--- src/rtl/mu0_control_if.sv ---
// mu0_control_if: control bundle between the MU0 control FSM and its datapath/memory
interface mu0_control_if;
    logic [3:0] F;
    logic       N;
    logic       Z;
    logic       MemRdy;
    logic       Addr_sel;
    logic       X_sel;
    logic       Y_sel;
    logic [1:0] ALU_fs;
    logic       Acc_ce;
    logic       PC_ce;
    logic       IR_ce;
    logic       Rd;
    logic       Wr;
    logic       Halted;
    logic       Fault;
    logic [1:0] State;

    modport master (
        input  F, N, Z, MemRdy,
        output Addr_sel, X_sel, Y_sel, ALU_fs, Acc_ce, PC_ce, IR_ce, Rd, Wr, Halted, Fault, State
    );

    modport slave (
        output F, N, Z, MemRdy,
        input  Addr_sel, X_sel, Y_sel, ALU_fs, Acc_ce, PC_ce, IR_ce, Rd, Wr, Halted, Fault, State
    );
endinterface

--- src/rtl/mu0_control.sv ---
// mu0_control: fetch/execute control FSM for the MU0 accumulator processor with memory-wait timeout
module mu0_control #(
    parameter int MEM_TIMEOUT = 15
) (
    input logic          Clk,
    input logic          nReset,
    mu0_control_if.master bus
);
    localparam logic [1:0] IDLE  = 2'b00;
    localparam logic [1:0] FETCH = 2'b01;
    localparam logic [1:0] EXEC  = 2'b10;
    localparam logic [1:0] HALT  = 2'b11;

    localparam int CW = (MEM_TIMEOUT > 0) ? $clog2(MEM_TIMEOUT + 1) : 1;
    localparam logic [CW-1:0] TO_LAST = CW'((MEM_TIMEOUT > 0) ? MEM_TIMEOUT - 1 : 0);

    logic [1:0]    state_q, state_d;
    logic [CW-1:0] cnt_q, cnt_d;
    logic          fault_q, fault_d;
    logic          mem_state, timeout;

    // FETCH and the load/store/arithmetic opcodes are the only states that touch memory
    assign mem_state = (state_q == FETCH) || (state_q == EXEC && bus.F[3:2] == 2'b00);
    assign timeout   = (MEM_TIMEOUT > 0) && mem_state && !bus.MemRdy && (cnt_q == TO_LAST);

    // next state, wait counter and sticky fault
    always_comb begin
        state_d = state_q;
        case (state_q)
            IDLE:  state_d = FETCH;
            FETCH: state_d = bus.MemRdy ? EXEC : (timeout ? HALT : FETCH);
            EXEC:  state_d = bus.F[3]          ? HALT :
                             (bus.F == 4'd7)    ? HALT :
                             bus.F[2]           ? FETCH :
                             bus.MemRdy         ? FETCH :
                             timeout            ? HALT : EXEC;
            default: state_d = HALT;
        endcase
        cnt_d   = (mem_state && !bus.MemRdy && !timeout) ? cnt_q + 1'b1 : '0;
        fault_d = fault_q || timeout || (state_q == EXEC && bus.F[3]);
    end

    // state registers, cleared asynchronously
    always_ff @(posedge Clk or negedge nReset) begin
        if (!nReset) begin
            state_q <= IDLE;
            cnt_q   <= '0;
            fault_q <= 1'b0;
        end else begin
            state_q <= state_d;
            cnt_q   <= cnt_d;
            fault_q <= fault_d;
        end
    end

    // datapath selects, enables and strobes decoded from the current state and opcode
    always_comb begin
        bus.Addr_sel = 1'b0;
        bus.X_sel    = 1'b0;
        bus.Y_sel    = 1'b0;
        bus.ALU_fs   = 2'b00;
        bus.Acc_ce   = 1'b0;
        bus.PC_ce    = 1'b0;
        bus.IR_ce    = 1'b0;
        bus.Rd       = 1'b0;
        bus.Wr       = 1'b0;
        bus.Halted   = (state_q == HALT);
        bus.Fault    = fault_q;
        bus.State    = state_q;
        case (state_q)
            FETCH: begin
                bus.Rd     = 1'b1;
                bus.X_sel  = 1'b1;
                bus.ALU_fs = 2'b10;
                bus.IR_ce  = bus.MemRdy;
                bus.PC_ce  = bus.MemRdy;
            end
            EXEC: begin
                case (bus.F)
                    4'd0: begin
                        bus.Addr_sel = 1'b1;
                        bus.Rd       = 1'b1;
                        bus.Acc_ce   = bus.MemRdy;
                    end
                    4'd1: begin
                        bus.Addr_sel = 1'b1;
                        bus.Wr       = 1'b1;
                    end
                    4'd2, 4'd3: begin
                        bus.Addr_sel = 1'b1;
                        bus.Rd       = 1'b1;
                        bus.ALU_fs   = bus.F[0] ? 2'b11 : 2'b01;
                        bus.Acc_ce   = bus.MemRdy;
                    end
                    4'd4, 4'd5, 4'd6: begin
                        bus.Y_sel = 1'b1;
                        bus.PC_ce = (bus.F == 4'd4) ? 1'b1 : (bus.F == 4'd5) ? ~bus.N : ~bus.Z;
                    end
                    default: ;
                endcase
            end
            default: ;
        endcase
    end
endmodule

--- src/flat_wrapper.sv ---
// flat-port wrapper written by rule: the top's interface ports become plain ports
module mu0_control_flat 
#(
    parameter int MEM_TIMEOUT = 15
)
  (Clk, nReset, bus_F, bus_N, bus_Z, bus_MemRdy, bus_Addr_sel, bus_X_sel, bus_Y_sel, bus_ALU_fs, bus_Acc_ce, bus_PC_ce, bus_IR_ce, bus_Rd, bus_Wr, bus_Halted, bus_Fault, bus_State);
  mu0_control_if bus_i ();
  input logic Clk;
  input logic nReset;
  input wire logic [$bits(bus_i.F)-1:0] bus_F;
  input wire logic [$bits(bus_i.N)-1:0] bus_N;
  input wire logic [$bits(bus_i.Z)-1:0] bus_Z;
  input wire logic [$bits(bus_i.MemRdy)-1:0] bus_MemRdy;
  output wire logic [$bits(bus_i.Addr_sel)-1:0] bus_Addr_sel;
  output wire logic [$bits(bus_i.X_sel)-1:0] bus_X_sel;
  output wire logic [$bits(bus_i.Y_sel)-1:0] bus_Y_sel;
  output wire logic [$bits(bus_i.ALU_fs)-1:0] bus_ALU_fs;
  output wire logic [$bits(bus_i.Acc_ce)-1:0] bus_Acc_ce;
  output wire logic [$bits(bus_i.PC_ce)-1:0] bus_PC_ce;
  output wire logic [$bits(bus_i.IR_ce)-1:0] bus_IR_ce;
  output wire logic [$bits(bus_i.Rd)-1:0] bus_Rd;
  output wire logic [$bits(bus_i.Wr)-1:0] bus_Wr;
  output wire logic [$bits(bus_i.Halted)-1:0] bus_Halted;
  output wire logic [$bits(bus_i.Fault)-1:0] bus_Fault;
  output wire logic [$bits(bus_i.State)-1:0] bus_State;
  assign bus_i.F = bus_F;
  assign bus_i.N = bus_N;
  assign bus_i.Z = bus_Z;
  assign bus_i.MemRdy = bus_MemRdy;
  assign bus_Addr_sel = bus_i.Addr_sel;
  assign bus_X_sel = bus_i.X_sel;
  assign bus_Y_sel = bus_i.Y_sel;
  assign bus_ALU_fs = bus_i.ALU_fs;
  assign bus_Acc_ce = bus_i.Acc_ce;
  assign bus_PC_ce = bus_i.PC_ce;
  assign bus_IR_ce = bus_i.IR_ce;
  assign bus_Rd = bus_i.Rd;
  assign bus_Wr = bus_i.Wr;
  assign bus_Halted = bus_i.Halted;
  assign bus_Fault = bus_i.Fault;
  assign bus_State = bus_i.State;
  mu0_control #(.MEM_TIMEOUT(MEM_TIMEOUT)) u_core (.Clk(Clk), .nReset(nReset), .bus(bus_i));
endmodule
--- config.mk ---
export PLATFORM = sky130hd
export DESIGN_NAME = mu0_control_flat
export DESIGN_NICKNAME = d
export VERILOG_FILES = /design/src/rtl/mu0_control_if.sv /design/src/rtl/mu0_control.sv /design/src/flat_wrapper.sv
export SDC_FILE = /design/constraint.sdc
export NUM_CORES = 1
export LEC_CHECK = 0
export BUFFER_PORTS_ARGS = -buffer_cell sky130_fd_sc_hd__buf_2
export CORE_AREA = 5 5 42 44
export DETAILED_ROUTE_END_ITERATION = 6
export DIE_AREA = 0 0 47 49
export HOLD_SLACK_MARGIN = 0.03
export PLACE_DENSITY = 0.65
export SYNTH_ARGS = -nofsm -noshare
export SYNTH_HDL_FRONTEND = slang
export SYNTH_SLANG_ARGS = --single-unit
--- constraint.sdc ---
create_clock -name Clk -period 1.8 [get_ports Clk]
set_input_delay 0.18 -clock Clk [delete_from_list [all_inputs] [get_ports Clk]]
set_output_delay 0.18 -clock Clk [all_outputs]
set_load 0.05 [all_outputs]
# Word-level counts from Yosys, hierarchy flattened

Cells that the tools add are included.

$add $sub $neg: 1
$mul: 0
Div/mod/pow operators: 0
Magnitude comparators: 0
Equality and inequality tests: 11
Shift-type cells: 0
Multiplexer cells: 28
Bitwise operators: 2
Reduce and logical (&&, ||, !) cells: 17

Operators by type and width:

| kind                  | count |
|---|---|
| $eq A4 B3 Y1 const B  | 4 |
| $mux W2               | 8 |
| $mux W1               | 15 |
| $eq A4 B2 Y1 const B  | 2 |
| $pmux W2 S3           | 1 |
| $reduce_or A3 Y1      | 2 |
| $logic_and A1 B1 Y1   | 5 |
| $add A4 B1 Y4 const B | 1 |
| $eq A2 B2 Y1 const B  | 2 |
| $eq A4 B1 Y1 const B  | 1 |
| $eq A4 B4 Y1 const B  | 1 |
| $logic_not A2 Y1      | 2 |
| $logic_not A4 Y1      | 1 |
| $mux W4               | 1 |
| $pmux W1 S2           | 2 |
| $pmux W2 S2           | 1 |
| $reduce_or A4 Y1      | 1 |
| $logic_or A1 B1 Y1    | 3 |
| $eq A2 B1 Y1 const B  | 1 |
| $logic_not A1 Y1      | 2 |
| $not A1 Y1            | 2 |
| $reduce_or A2 Y1      | 1 |

Register bits after elaboration: 7
Bits in latches: 0
Memory bits (writable): 0
ROM bits: 0
Output and inout port bits: 14
Word-level logic and storage cells: 62
Memories: 0

# Longest topological paths before layout

Gate-level depths: netlist (run 1).

Word-level depth: 11
Gate-level depth with buffers: 5
Mapped depth without buffers: 5

# Worst setup path after synthesis (run 1)

OpenSTA, ideal clock, no wires.

Kind: register to output
From: register u_core.state_q[1], in the netlist u_core.bus.State[1]
To: output bus_ALU_fs[1]
Arrival time: 2.668 ns
Path slack: -1.048 ns
Cell stages (with the launch flop): 5
Cell sequence: dfrtp_1 ha_1 nor3b_2 a31oi_1 nor2b_1

Cells in the longest elaborated chain, start to end: 2
Elaborated cells on any way between the ends: 3
Those cells by class: eq/ne: 2; mux: 1

Ends and longest elaborated chain:

| item                                         | RTL line           | source |
|---|---|---|
| start: declaration                           | mu0_control.sv:17  | `logic [1:0] state_q, state_d;` |
| start signal: assignment                     | mu0_control.sv:50  | `state_q <= state_d;` |
| $eq A2 B2 Y1 or $eq A2 B1 Y1 (tied branches) | mu0_control.sv:70  | `case (state_q)` |
| $pmux W2 S2 *                                | mu0_control.sv:70  |  |
| end: declaration                             | flat_wrapper.sv:17 | `output wire logic [$bits(bus_i.ALU_fs)-1:0] bus_ALU_fs;` |

Every way passes the cells marked *; elsewhere a longest branch is shown, timed or not.

# Worst setup path after layout (run 1)

From: register u_core.state_q[0], in the netlist u_core.bus.State[0]
To: output bus_Acc_ce

Cells in the longest elaborated chain, start to end: 2

Ends and longest elaborated chain:

| item             | RTL line           | source |
|---|---|---|
| $eq A2 B2 Y1     | mu0_control.sv:70  |  |
| $mux W1          | mu0_control.sv:70  |  |
| end: declaration | flat_wrapper.sv:18 | `output wire logic [$bits(bus_i.Acc_ce)-1:0] bus_Acc_ce;` |

Every way passes these cells.

==> qor.json, run 1 <==
{
  "maxCapViolations": 0,
  "grt_setup_unrepaired": "true",
  "run_status": "finished with violations",
  "seqPwrFrac_pct": 16.4,
  "clock_skew_ns": 0.00159,
  "cts.htree.levels": 1,
  "die_h_um": 49,
  "cts-buffers-inserted": 3,
  "clk-insertion-delay-late_ns": 0.25,
  "internal_power_mw": 0.689,
  "post_route_cells_drive_above_1_share_pct": 54.0,
  "startpoint_type": "flip-flop",
  "class_of_the_tightest_hold_or_removal_check": "in2reg",
  "power_per_cell_area_nw_per_um2": 1690,
  "crit_path_max_fanout": 4,
  "max_slew_margin_pct": 73.0,
  "ioPinCount": 23,
  "tritoncts": "built",
  "crit_path_dat_ns": 1.67,
  "dpl_worst_slack_ns": 0.0562,
  "timing_worst_setup_path_type": "reg2out",
  "first_iter_violations": 12,
  "netlist_instances": 54,
  "numClockSinks": 7,
  "dp.final_hpwl_um": 1010,
  "leakagePower_nw": 0.407,
  "clkPwrFrac_pct": 10.1,
  "drt_drc_violations_left": 0,
  "detail_route.wl_per_cell_um": 14.1,
  "fp.dieW_um": 47,
  "mean_cell_area_of_the_mapped_netlist_um2": 9.27,
  "critical_path.max_stage_delay_ns": 0.41,
  "min_setup_slack_post_route_ns": -0.0471,
  "r2r_setup_slack_ns": 0.32,
  "maxSlewViolCount": 0,
  "area_growth_pct": 69.0,
  "grt_pass1_wl_um": 2300,
  "final_design_area_no_fill_um2": 846,
  "cell_at_the_root_of_the_clock_tree": "sky130_fd_sc_hd__clkbuf_4",
  "violations": "setup timing",
  "synth-seq-cells": 7,
  "gp_routability_congestion": 0.755,
  "timing.critical_path.max_delay_family": "simple AND/OR/NAND/NOR gates",
  "worstSetupEndpointType": "output pin",
  "ir_worst_vdd_v": 0.000937,
  "core_um2": 1400,
  "layout.nets": 103,
  "ys.warnings.count": 0,
  "critical_path.n_buffers_inverters": 2,
  "share_of_total_power_in_combinational_logic_pct": 73.6,
  "worst_pin_slew_ns": 0.404,
  "grt_max_degree": 10,
  "grt_usage_pct": 13.7,
  "required_ns": 1.62,
  "vias": 520,
  "hold_depth": 3,
  "placed_cell_area_um2": 709,
  "netlist-cell-type-count": 26,
  "post_detailed_routing_wire_length_um": 1450,
  "switchingPower_mw": 0.744,
  "summed_instance_area_of_the_synthesized_netlist_um2": 500,
  "final_setup_violation_count": 4,
  "slowest_stage": "sky130_fd_sc_hd__dfrtp_2",
  "hold_viol_final": 0,
  "clk_transition_reported_paths_ns": 0.05,
  "dieArea_um2": 2300,
  "switching_share_pct": 51.9,
  "layout_min_cycle_time_ns": 1.85,
  "number_of_antenna_violations_at_the_first_check_in_global_routing": 0,
  "detail_route.vias_per_cell": 5.05,
  "timing.fmax_mhz": 541,
  "initial_utilization_pct": 35.7,
  "worst_hold_slack_ns": 0.256,
  "timing.critical_path.cells": "inv_2 > ha_4 > nor3b_4 > a21boi_4 > and2_4 > buf_8",
  "worst-r2r-cell-count": 5,
  "first_pass_iters": 4,
  "synth-seq-area-share_pct": 35.0,
  "numPortBuffers": 22,
  "antenna_cells": 0,
  "post-route-period-util_pct": 103,
  "detail-route-antenna-nets": 0,
  "global_route.overflow_total": 0,
  "vias_in_the_first_global_route": 544,
  "crit_path_cell_count": 6,
  "synthesis.nets": 69,
  "clk_buf_depth": 2,
  "placement_rows": 14
}
## cell usage in the layout (no fill, tap or decap), drive strengths merged, types with 2 or more instances in the layout
master	instances
buf	27
dfrtp	7
nor2	6
inv	6
ha	6
clkbuf	5
o21ai	3
and2	3
nand3	2
a21oi	2
and3	2
## tightest hold or removal path: stages
cell                      delay (ns)
sky130_fd_sc_hd__buf_2          0.16
sky130_fd_sc_hd__a21oi_1        0.08
sky130_fd_sc_hd__o21ai_0        0.06
## through the flow
step	TNS, ns	cells	utilization (%)	total power [mW]
2_1_floorplan	-1.48	54	-	0.929
3_3_place_gp	0	94	50.6	1.13
3_5_place_dp	0	94	50.6	1.13
4_1_cts	-0.0691	103	57.9	1.40
5_1_grt	-0.468	103	60.4	1.51
6_report	-0.0972	103	60.4	1.43
## power groups by stage
stage	Combinational (mW)	Sequential (mW)	Clock [mW]
finish	1.05	0.235	0.144
global route	1.11	0.242	0.156
CTS	1.01	0.235	0.150
floorplan	0.603	0.326	0
global placement	0.885	0.244	0
detailed placement	0.890	0.244	0
## layout make-up
cell class / count / area (µm²)
Clock buffer: 4 / 26.3
Fill cell: 126 / 556
Inverter: 6 / 22.5
Multi-Input combinational cell: 41 / 379
Sequential cell: 7 / 178
Tap cell: 16 / 20.0
Timing Repair Buffer: 29 / 220
## sequential cells by signal, summed over array words and instances (netlist names)
name and cells:
u_core.bus.State 2, u_core.bus.Fault 1, u_core.cnt_q 4
## Yosys cell counts (all sizes together)
cell	count	area, µm²
nor3b	1	12.5
nand2	1	3.75
nand3b	1	7.51
a21oi	2	10.0
inv	6	22.5
a21boi	1	7.51
a211oi	1	7.51
xor2	1	8.76
and2	3	18.8
a221o	1	10.0
and3	2	12.5
o21a	1	7.51
a41o	1	10.0
a311o	1	10.0
nand3	2	10.0
o21ai	3	15.0
nor2	6	22.5
ha	6	75.1
a21bo	1	10.0
xnor2	1	8.76
nor2b	1	6.26
nor4b	1	8.76
dfrtp	7	175
a31oi	1	6.26
o211ai	1	7.51
nand4	1	6.26
## routing by layer
layer / vias up / global-route usage (%) / part of all wire, %
li1: 257 / - / -
met1: 246 / 16.6 / 42
met2: 15 / 20.6 / 51
met3: 2 / 6.27 / 6.1
met4: 0 / 5.07 / 1.2
met5: - / 0 / 0
## cells by family (layout without fill, tap and decap cells)
kind of cell / Yosys count / count (layout) / share of synthesized area (%)
AO/OA/AOI/OAI: 14 / 14 / 20.3
XOR/XNOR: 2 / 2 / 3.50
adder cells (fa/ha/maj): 6 / 6 / 15.0
buffers and inverters: 6 / 39 / 4.50
flip-flops: 7 / 7 / 35.0
AND/OR/NAND/NOR: 19 / 19 / 21.8
## final timing paths
check / startpoint / end
worst max-delay path: u_core.bus.State[0] / bus_Acc_ce
worst min-delay path: bus_F[3] / u_core.bus.Fault
worst max register to register: u_core.bus.State[1] / u_core.cnt_q[1]
worst min register to register: u_core.bus.Fault / u_core.bus.Fault
max in group asynchronous: nReset / u_core.bus.State[0]
min in group asynchronous: nReset / u_core.cnt_q[0]
## what timing repair did
| item | in CTS | in global routing |
|---|---|---|
| hold endpoints to repair | 7 | 0 |
| hold buffers | 1 | 0 |
| setup buffers | 4 | 0 |
| pin swaps | 2 | 2 |
| gates resized for setup | 12 | 9 |
| endpoints found under the setup margin | 7 | 7 |
No activity file was read; power rests on OpenSTA's default activity.
==> run 2, diff against run 1 <==
PLACE_DENSITY = 0.66   (was 0.65)
SKIP_LAST_GASP = 1   (was default)
==> qor.json, run 2 (same netlist as run 1, synthesis figures left out) <==
{
  "cts-buffers-inserted": {"value": 3, "change": "unchanged"},
  "cts.htree.levels": {"value": 1, "change": "unchanged"},
  "worst_pin_slew": {"value": 0.374, "unit": "ns", "change": "was 0.404 ns"},
  "clock_skew": {"value": 0.00235, "unit": "ns", "change": "was 0.00159 ns"},
  "crit_path_max_fanout": {"value": 4, "change": "unchanged"},
  "post_detailed_routing_wire_length": {"value": 1360, "unit": "µm", "change": "was 1450 µm"},
  "vias_in_the_first_global_route": {"value": 524, "change": "was 544"},
  "gp_routability_congestion": {"value": 0.708, "change": "was 0.755"},
  "detail-route-antenna-nets": {"value": 0, "change": "unchanged"},
  "slowest_stage": {"value": "sky130_fd_sc_hd__dfrtp_2", "change": "unchanged"},
  "grt_setup_unrepaired": {"value": "true", "change": "unchanged"},
  "timing_worst_setup_path_type": {"value": "reg2out", "change": "unchanged"},
  "grt_max_degree": {"value": 10, "change": "unchanged"},
  "grt_usage": {"value": 13.4, "unit": "%", "change": "was 13.7%"},
  "maxCapViolations": {"value": 0, "change": "unchanged"},
  "worstSetupEndpointType": {"value": "output pin", "change": "unchanged"},
  "clk_transition_reported_paths": {"value": 0.06, "unit": "ns", "change": "was 0.05 ns"},
  "power_per_cell_area": {"value": 1720, "unit": "nW/µm²", "change": "was 1690 nW/µm²"},
  "fp.dieW": {"value": 47, "unit": "µm", "change": "unchanged"},
  "final_design_area_no_fill": {"value": 875, "unit": "µm²", "change": "was 846 µm²"},
  "footprint_of_the_multi_input_gates": {"value": 379, "unit": "µm²", "change": "unchanged"},
  "final_common_cell": {"value": "sky130_fd_sc_hd__buf_2", "change": "unchanged"},
  "antenna_cells": {"value": 0, "change": "unchanged"},
  "worst_hold_slack": {"value": 0.273, "unit": "ns", "change": "was 0.256 ns"},
  "vias": {"value": 527, "change": "was 520"},
  "first_iter_violations": {"value": 7, "change": "was 12"},
  "post-route-period-util": {"value": 100, "unit": "%", "change": "was 103%"},
  "numClockSinks": {"value": 7, "change": "unchanged"},
  "startpoint_type": {"value": "flip-flop", "change": "unchanged"},
  "timing.critical_path.cells": {"value": "inv_2 > ha_4 > nor3b_4 > a21boi_2 > and2_4 > buf_8", "change": "was inv_2 > ha_4 > nor3b_4 > a21boi_4 > and2_4 > buf_8"},
  "tritoncts": {"value": "built", "change": "unchanged"},
  "ioPinCount": {"value": 23, "change": "unchanged"},
  "timing.fmax": {"value": 556, "unit": "MHz", "change": "was 541 MHz"},
  "layout_min_cycle_time": {"value": 1.80, "unit": "ns", "change": "was 1.85 ns"},
  "ir_worst_vdd": {"value": 0.00107, "unit": "V", "change": "was 0.000937 V"},
  "layout.nets": {"value": 106, "change": "was 103"},
  "number_of_antenna_violations_at_the_first_check_in_global_routing": {"value": 0, "change": "unchanged"},
  "detail_route.wl_per_cell": {"value": 12.8, "unit": "µm", "change": "was 14.1 µm"},
  "first_pass_iters": {"value": 4, "change": "unchanged"},
  "crit_path_dat": {"value": 1.62, "unit": "ns", "change": "was 1.67 ns"},
  "mostFrequentLayoutCells": {"value": "sky130_fd_sc_hd__buf_2 (16), sky130_fd_sc_hd__buf_4 (8), sky130_fd_sc_hd__nor2_1 (6)", "change": "was sky130_fd_sc_hd__buf_2 (15), sky130_fd_sc_hd__buf_4 (7), sky130_fd_sc_hd__nor2_1 (6)"},
  "area.sequential": {"value": 178, "unit": "µm²", "change": "unchanged"},
  "dp.final_hpwl": {"value": 981, "unit": "µm", "change": "was 1010 µm"},
  "critical_path.max_stage_delay": {"value": 0.40, "unit": "ns", "change": "was 0.41 ns"},
  "clk-insertion-delay-late": {"value": 0.24, "unit": "ns", "change": "was 0.25 ns"},
  "required": {"value": 1.62, "unit": "ns", "change": "about the same"},
  "placement_rows": {"value": 14, "change": "unchanged"},
  "fill_cells": {"value": 131, "change": "was 126"},
  "area_growth": {"value": 74.8, "unit": "%", "change": "was 69.0%"},
  "critical_path.n_buffers_inverters": {"value": 2, "change": "unchanged"},
  "pwr_total": {"value": 1.50, "unit": "mW", "change": "was 1.43 mW"},
  "class_of_the_tightest_hold_or_removal_check": {"value": "in2reg", "change": "unchanged"},
  "clk_buf_depth": {"value": 2, "change": "unchanged"},
  "placed_cell_area": {"value": 709, "unit": "µm²", "change": "unchanged"},
  "die_h": {"value": 49, "unit": "µm", "change": "unchanged"},
  "drt_drc_violations_left": {"value": 0, "change": "unchanged"},
  "cell_at_the_root_of_the_clock_tree": {"value": "sky130_fd_sc_hd__clkbuf_4", "change": "unchanged"},
  "final_setup_violation_count": {"value": 0, "change": "was 4"},
  "registers.top_by_ff_count": {"value": "u_core.cnt_q", "change": "unchanged"},
  "run_status": {"value": "finished, final reports clean", "change": "was finished with violations"},
  "detail_route.vias_per_cell": {"value": 4.97, "change": "was 5.05"},
  "post_route_cells_drive_above_1_share": {"value": 56.7, "unit": "%", "change": "was 54.0%"},
  "largest_register_ff_count": {"value": 4, "change": "unchanged"},
  "core": {"value": 1400, "unit": "µm²", "change": "unchanged"},
  "max_slew_margin": {"value": 75.0, "unit": "%", "change": "was 73.0%"},
  "global_route.overflow_total": {"value": 0, "change": "unchanged"},
  "timing.critical_path.max_delay_family": {"value": "flip-flops", "change": "was simple AND/OR/NAND/NOR gates"},
  "hold_viol_final": {"value": 0, "change": "unchanged"},
  "grt_pass1_wl": {"value": 2350, "unit": "µm", "change": "was 2300 µm"},
  "leakagePower": {"value": 0.427, "unit": "nW", "change": "was 0.407 nW"},
  "initial_utilization": {"value": 35.7, "unit": "%", "change": "unchanged"},
  "maxSlewViolCount": {"value": 0, "change": "unchanged"},
  "dieArea": {"value": 2300, "unit": "µm²", "change": "unchanged"},
  "numPortBuffers": {"value": 22, "change": "unchanged"}
}
-- run 2: worst reg2reg max path, stage by stage, from the launching register on --
cell and delay [ns]:
sky130_fd_sc_hd__dfrtp_2 0.43, sky130_fd_sc_hd__ha_4 0.18, sky130_fd_sc_hd__nor3b_4 0.15, sky130_fd_sc_hd__buf_4 0.13, sky130_fd_sc_hd__o211ai_1 0.32, sky130_fd_sc_hd__nor2_1 0.09
-- run 2: final timing paths --
path | from | to | slack [ns] | cells after the start
hold / removal | bus_F[3] | u_core.bus.Fault | 0.27 | 3
setup reg to reg | u_core.bus.State[1] | u_core.cnt_q[3] | 0.37 | 5
max in group asynchronous | nReset | u_core.bus.State[1] | 1.34 | 2
hold reg to reg | u_core.bus.Fault | u_core.bus.Fault | 0.48 | 2
setup / recovery | u_core.bus.State[0] | bus_Acc_ce | 0.0004 | 6
min in group asynchronous | nReset | u_core.bus.State[0] | 0.29 | 2
-- run 2: cell type report --
cell class	count	share of cell area, %
clock inverters	1	0.572
multi-input cells	41	43.3
flip-flops and latches	7	20.3
repair buffers	32	28.3
clock buffers	3	2.58
well taps	16	2.29
inverters	6	2.58
-- run 2: what timing repair did --
item                                    in CTS  in global routing
buffers inserted                             5                  2
gates resized for setup                     12                 10
endpoints found under the setup margin       6                  6
hold endpoints to repair                     7                  0
pin swaps                                    2                  3
hold buffers                                 1                  0
-- run 2: where the power goes --
part | internal [mW] | switching (mW) | leakage, nW | total (mW)
sequential | 0.199 | 0.0350 | 0.0850 | 0.234
clock | 0.0814 | 0.0629 | 0.0177 | 0.144
combinational | 0.457 | 0.667 | 0.324 | 1.12
-- run 2: layer usage --
metal / GRT usage (%) / share of wire (%)
met4: 1.38 / 0
met1: 19.1 / 43
met5: 0 / 0
met2: 21.5 / 50
met3: 2.21 / 6.3
-- run 2: metrics by stage --
stage | instances | setup slack, ns | TNS [ns] | utilization [%]
2_1_floorplan | 54 | -0.292 | -1.48 | -
3_3_place_gp | 94 | 0.136 | 0 | 50.6
3_5_place_dp | 94 | 0.108 | 0 | 50.6
4_1_cts | 104 | -0.0139 | -0.0235 | 58.7
5_1_grt | 106 | -0.0891 | -0.243 | 62.4
6_report | 106 | 0.000356 | 0 | 62.4
